[config.mk]
export PLATFORM = sky130hd
export DESIGN_NAME = hi_fsk_ssp_sched
export DESIGN_NICKNAME = d
export VERILOG_FILES = /design/src/rtl/hi_fsk_ssp_sched.sv
export SDC_FILE = /design/constraint.sdc
export NUM_CORES = 1
export LEC_CHECK = 0
export ABC_AREA = 1
export CAP_MARGIN = 40
export CORE_AREA = 2 2 151 153
export DETAILED_ROUTE_END_ITERATION = 12
export DIE_AREA = 0 0 153 155
export DONT_BUFFER_PORTS = 1
export PLACE_DENSITY_LB_ADDON = 0.05
export SYNTH_ARGS = -nofsm -noshare
export SYNTH_HDL_FRONTEND = slang
export SYNTH_SLANG_ARGS = --single-unit
[constraint.sdc]
create_clock -name ck_1356meg -period 4.72 [get_ports ck_1356meg]
set_input_delay 0.944 -clock ck_1356meg [delete_from_list [all_inputs] [get_ports ck_1356meg]]
set_output_delay 0.944 -clock ck_1356meg [all_outputs]
set_load 0.05 [all_outputs]
[src/rtl/hi_fsk_ssp_sched.sv]
// HF FSK symbol packer, byte FIFO and SSP serializer toward the ARM.
// Packs 2-bit symbols four to a byte and streams framed words back-to-back.
module hi_fsk_ssp_sched #(
  parameter int unsigned FIFO_DEPTH = 8,
  parameter logic [7:0]  IDLE_BYTE  = 8'h00
) (
  input  logic                          ck_1356meg,
  input  logic                          rst_n,
  input  logic                          sym_valid,
  input  logic [7:0]                    sym_code,
  input  logic                          sym_flush,
  input  logic                          clr_ovf,
  input  logic [3:0]                    minor_mode,
  output logic                          ssp_clk,
  output logic                          ssp_frame,
  output logic                          ssp_din,
  output logic [$clog2(FIFO_DEPTH):0]   fifo_level,
  output logic                          ovf_sticky
);
  localparam int AW = $clog2(FIFO_DEPTH);
  localparam int LW = AW + 1;
  localparam logic [LW-1:0] FULL = LW'(FIFO_DEPTH);

  typedef enum logic [1:0] {S_IDLE, S_LOAD, S_SHIFT} state_t;

  function automatic logic [1:0] sym_map(input logic [7:0] code);
    case (code)
      8'd0:    sym_map = 2'b00;
      8'd28:   sym_map = 2'b10;
      8'd32:   sym_map = 2'b11;
      default: sym_map = 2'b01;
    endcase
  endfunction

  logic [7:0]    pack_q, pack_d, pbyte_q, pbyte_d;
  logic [1:0]    cnt_q, cnt_d;
  logic [2:0]    nsym;
  logic          push_q, push_d;
  logic [7:0]    mem [FIFO_DEPTH];
  logic [AW-1:0] wptr_q, rptr_q;
  logic [LW-1:0] lvl_q, lvl_d;
  logic          ovf_q, ovf_d, pop, push_ok, ovf_set;
  state_t        state_q, state_d;
  logic [1:0]    hsel_q, mode_sel;
  logic [3:0]    half, ph_last, ph_pre, ph_q, ph_d;
  logic          clk_q, clk_d, fall;
  logic [7:0]    shreg_q;
  logic [2:0]    bitcnt_q;

  // Packer: absorb the symbol first, then complete or flush the byte
  always_comb begin
    pack_d  = pack_q;
    pbyte_d = pbyte_q;
    cnt_d   = cnt_q;
    push_d  = 1'b0;
    nsym    = {1'b0, cnt_q};
    if (sym_valid) begin
      pack_d = {pack_q[5:0], sym_map(sym_code)};
      nsym   = nsym + 3'd1;
    end
    if (nsym == 3'd4) begin
      push_d  = 1'b1;
      pbyte_d = pack_d;
      cnt_d   = 2'd0;
    end else if (sym_flush && nsym != 3'd0) begin
      push_d = 1'b1;
      cnt_d  = 2'd0;
      case (nsym)
        3'd1:    pbyte_d = {pack_d[1:0], 6'b0};
        3'd2:    pbyte_d = {pack_d[3:0], 4'b0};
        default: pbyte_d = {pack_d[5:0], 2'b0};
      endcase
    end else begin
      cnt_d = nsym[1:0];
    end
  end

  always_ff @(posedge ck_1356meg) begin
    pack_q  <= pack_d;
    pbyte_q <= pbyte_d;
    if (!rst_n) begin
      cnt_q  <= 2'd0;
      push_q <= 1'b0;
    end else begin
      cnt_q  <= cnt_d;
      push_q <= push_d;
    end
  end

  // FIFO: a pop in the same cycle frees room for a push into a full FIFO
  assign pop     = (state_q == S_LOAD) && (lvl_q != '0);
  assign push_ok = push_q && ((lvl_q != FULL) || pop);
  assign ovf_set = push_q && !push_ok;

  always_comb begin
    lvl_d = lvl_q;
    if (push_ok && !pop)      lvl_d = lvl_q + LW'(1);
    else if (!push_ok && pop) lvl_d = lvl_q - LW'(1);
    ovf_d = ovf_set ? 1'b1 : (clr_ovf ? 1'b0 : ovf_q);
  end

  always_ff @(posedge ck_1356meg) begin
    if (push_ok) mem[wptr_q] <= pbyte_q;
    if (!rst_n) begin
      wptr_q <= '0;
      rptr_q <= '0;
      lvl_q  <= '0;
      ovf_q  <= 1'b0;
    end else begin
      if (push_ok) wptr_q <= wptr_q + AW'(1);
      if (pop)     rptr_q <= rptr_q + AW'(1);
      lvl_q <= lvl_d;
      ovf_q <= ovf_d;
    end
  end

  // Prescaler: ph counts one bit period, ssp_clk is high in its upper half
  assign mode_sel = (minor_mode > 4'd3) ? 2'd3 : minor_mode[1:0];
  assign half     = 4'd1 << hsel_q;
  assign ph_last  = {half[2:0], 1'b0} - 4'd1;
  assign ph_pre   = ph_last - 4'd1;
  assign fall     = (ph_q == ph_last);
  assign ph_d     = fall ? 4'd0 : ph_q + 4'd1;
  assign clk_d    = (ph_d >= half);

  always_ff @(posedge ck_1356meg) begin
    if (!rst_n) state_q <= S_IDLE;
    else        state_q <= state_d;
  end

  // LOAD always lands on the falling-edge cycle, so it is entered one clock early
  always_comb begin
    state_d = state_q;
    case (state_q)
      S_IDLE:  if (ph_q == ph_pre) state_d = S_LOAD;
      S_LOAD:  state_d = S_SHIFT;
      S_SHIFT: if (bitcnt_q == 3'd0 && ph_q == ph_pre) state_d = S_LOAD;
      default: state_d = S_IDLE;
    endcase
  end

  always_comb begin
    ssp_clk    = clk_q;
    ssp_din    = shreg_q[7];
    ssp_frame  = (state_q == S_SHIFT) && (bitcnt_q == 3'd7);
    fifo_level = lvl_q;
    ovf_sticky = ovf_q;
  end

  always_ff @(posedge ck_1356meg) begin
    if (!rst_n) begin
      ph_q     <= 4'd0;
      clk_q    <= 1'b0;
      hsel_q   <= 2'd0;
      shreg_q  <= 8'd0;
      bitcnt_q <= 3'd0;
    end else begin
      ph_q  <= ph_d;
      clk_q <= clk_d;
      if (state_q == S_LOAD) begin
        hsel_q   <= mode_sel;
        shreg_q  <= pop ? mem[rptr_q] : IDLE_BYTE;
        bitcnt_q <= 3'd7;
      end else if (state_q == S_SHIFT && fall && bitcnt_q != 3'd0) begin
        shreg_q  <= {shreg_q[6:0], 1'b0};
        bitcnt_q <= bitcnt_q - 3'd1;
      end
    end
  end
endmodule

==> impl_results.md <==
* Status: completed
* Largest net degree at the start of global routing at 34
* Htree depth at 4
* Drt first pass iters at 4
* Cells after Synth at around 620
* PortBufs at 0
* Final ANT Viol Nets at 0
* Num ports at 25
* Post-CTS Hold Buffers at 0
* Routed WL per cell at ~14 um
* Worst Slack Setup Final at 1.96 ns
* Inserted Clock Buffers at 17
* Syn Std Cell Area at 5430 sq um
* VDD IR max at 0.000219 V
* Syn nets at 656
* Gr ovfl total at 0
* Share of the synthesized area in the top cell type at around 40%
* CTS tree: done
* Total negative slack at 0 ns
* Crit. End Element: flop
* Yosys reg bits at around 120
* Core area at roughly 22,000 sq um
* Count of cell types in the netlist at 36
* Final Hold Fails at 0
* MaxCap Viol Count at 0
* Antenna violations before repair at 0
* Total of warnings raised by yosys at 0
* Crit start category: flop
* Count leader, synth: nand2_1
* Crit path kind: flop to flop
* # fillers at 2,350
* Area Growth Syn to Fin at 16.0%
* Power Density at a little under 500 nW/um^2
* FFs w/ async S/R, synth at 0%
* Main synth FF type: edfxtp_1
* FMAX at about 360 MHz
* RSZ-0062 raised after global routing: false
* Die W at 153 um
* Non-Filler Instances at 926
* Root Buffer: clkbuf_16
* Drc violations at 0
* Worst path arrival time at 3.09 ns
* Count of final setup violators at 0
* Die area at around 24,000 sq um
* All-Layer GR Usage at approximately an eighth
* DR vias/cell at ~4.2
* Die height at 155 um
* Synth area leaders: edfxtp_1 (40%), dfxtp_1 (17%), nand2_1 (11%)
* Number of enable flip-flop cells after synthesis at just over 70
* Initial core utilization at between 20% and 30%
* Final wirelength at roughly 13 mm
* DP Wirelength at roughly 9.3 mm
* Pleak at approximately 2.7 nW
* Worst path required time at 5.05 ns
* Slew HR at a little under half
* Dpl cells at approximately 890
* HP Class: flop to flop
* Vias in the first global route at about 3,800
* Row cnt at between 50 and 60
* Post-synthesis sequential area ratio at between 50% and 60%
* Minimum clock period at around 2.8 ns
* CP max FO at 27
* Setup WS pre-CTS at 1.92 ns
* Period utilization at 58.5%
* Layout cells sized above 1 at roughly 7.6%
* Cts repair resizes at 0
* Ant diodes at 0
* CTS sink count at about 120
* Post-CTS setup buffers at 0
* Worst Max-Slew Pin Slew at a little over 0.8 ns
* Layout net count at 660
* First-pass GRT wire length at between 20 and 25 mm
* Via count at just under 4,000
* CTS max path bufs at 2
* RePlAce Congestion at about 0.76
* DRT iter0 DRCs at 180
* Skew-Pair Late Insertion Delay at about 0.41 ns
* Top post-synthesis cells by count: nand2_1 (160), inv_1 (95), edfxtp_1 (72)
* Syn Area/Cell at 8.69 sq um
* Clock-pin slew on the worst setup and hold paths at 0.06 ns
* Final slew viol count at 0
* Synth area leader: edfxtp_1
* Clock skew at 0.00968 ns
==> cells in the final DEF (no fill, tap or decap), types with 4 or more instances in the layout <==
cell type | synthesis | final
dfxtp_1 | 45 | 45
nor3_1 | 9 | 9
edfxtp_1 | 72 | 72
nand3b_1 | 8 | 8
clkinv_2 | 0 | 5
nand3_1 | 66 | 66
clkbuf_16 | 0 | 19
nand2_1 | 160 | 160
o21ai_0 | 20 | 20
ha_1 | 14 | 14
clkbuf_8 | 0 | 4
xor2_1 | 4 | 4
inv_1 | 95 | 95
a21oi_1 | 19 | 19
nor2_1 | 61 | 61
==> kinds of logic after synthesis <==
logic type                 share of synthesized area, %
xor gates and xnor gates                          0.807
and+or+nand+nor                                    25.3
adders and majority gates                          3.60
AOI/OAI and AO/OA                                  4.57
buffers and inverters                              9.25
DFF                                                56.5
==> registers in the layout (all words and copies together), names as in the netlist, named ones only <==
register    count
hsel_q          2
fifo_level      4
state_q         2
bitcnt_q        3
ph_q            4
pbyte_q         8
push_q          1
ovf_sticky      1
ssp_clk         1
wptr_q          3
rptr_q          3
cnt_q           2
shreg_q         8
pack_q          8
mem            64
==> metrics by stage <==
stage	cell area [sq um]	total power, mW	utilization (%)	hold slack (ns)
2_1_floorplan	5430	1.73	-	0.416
3_3_place_gp	5670	1.88	25.5	0.444
3_5_place_dp	5720	1.89	25.7	0.445
4_1_cts	6290	3.14	28.3	0.458
5_1_grt	6290	3.28	28.3	0.491
6_report	6290	3.09	28.3	0.452
==> area by class of cell <==
| cell class | count | area, sq um | area share, % |
|---|---|---|---|
| multi-input combinational | 386 | 1860 | 29.6 |
| clock buffer | 25 | 538 | 8.55 |
| clock inverter | 7 | 37.5 | 0.597 |
| tap | 285 | 357 | 5.67 |
| inverter | 99 | 372 | 5.91 |
| sequential | 117 | 3060 | 48.7 |
| timing repair buffer | 7 | 65.1 | 1.03 |
==> path summary, 6_finish.rpt <==
check,from,endpoint,slack (ns),depth (start not counted)
setup / recovery,state_q[1]$_SDFFE_PN0P_,fifo_level[3]$_SDFFE_PN0P_,1.96,13
setup reg to reg,state_q[1]$_SDFFE_PN0P_,fifo_level[3]$_SDFFE_PN0P_,1.96,13
hold reg to reg,pack_q[6]$_DFF_P_,pack_q[6]$_DFF_P_,0.45,2
hold / removal,pack_q[6]$_DFF_P_,pack_q[6]$_DFF_P_,0.45,2
==> critical path: stages, from the launching register on <==
cell     delay, ns
dfxtp_1       0.35
inv_1         0.06
nand2_2       0.39
nand4_1       0.20
nand2_1       0.31
inv_1         0.13
ha_1          0.25
inv_1         0.13
ha_1          0.28
a21oi_1       0.14
and2_1        0.14
xor2_1        0.14
nand2_1       0.06
a21oi_1       0.11
==> report_power, final <==
group          leakage [nW]  total [mW]  internal [mW]  switching, mW
sequential             1.02        1.32           1.17          0.144
combinational          1.39       0.537          0.192          0.345
clock                 0.294        1.24          0.786          0.451
==> metal layers <==
metal | up-vias | GRT usage [%] | routed length [um]
li1 | 2020 | - | -
met1 | 1776 | 16.1 | 6730
met2 | 64 | 18.7 | 5960
met3 | 11 | 2.40 | 424
met4 | 0 | 4.50 | 136
met5 | - | 0 | 0
Note: power is estimated with default switching activity, not from simulation.
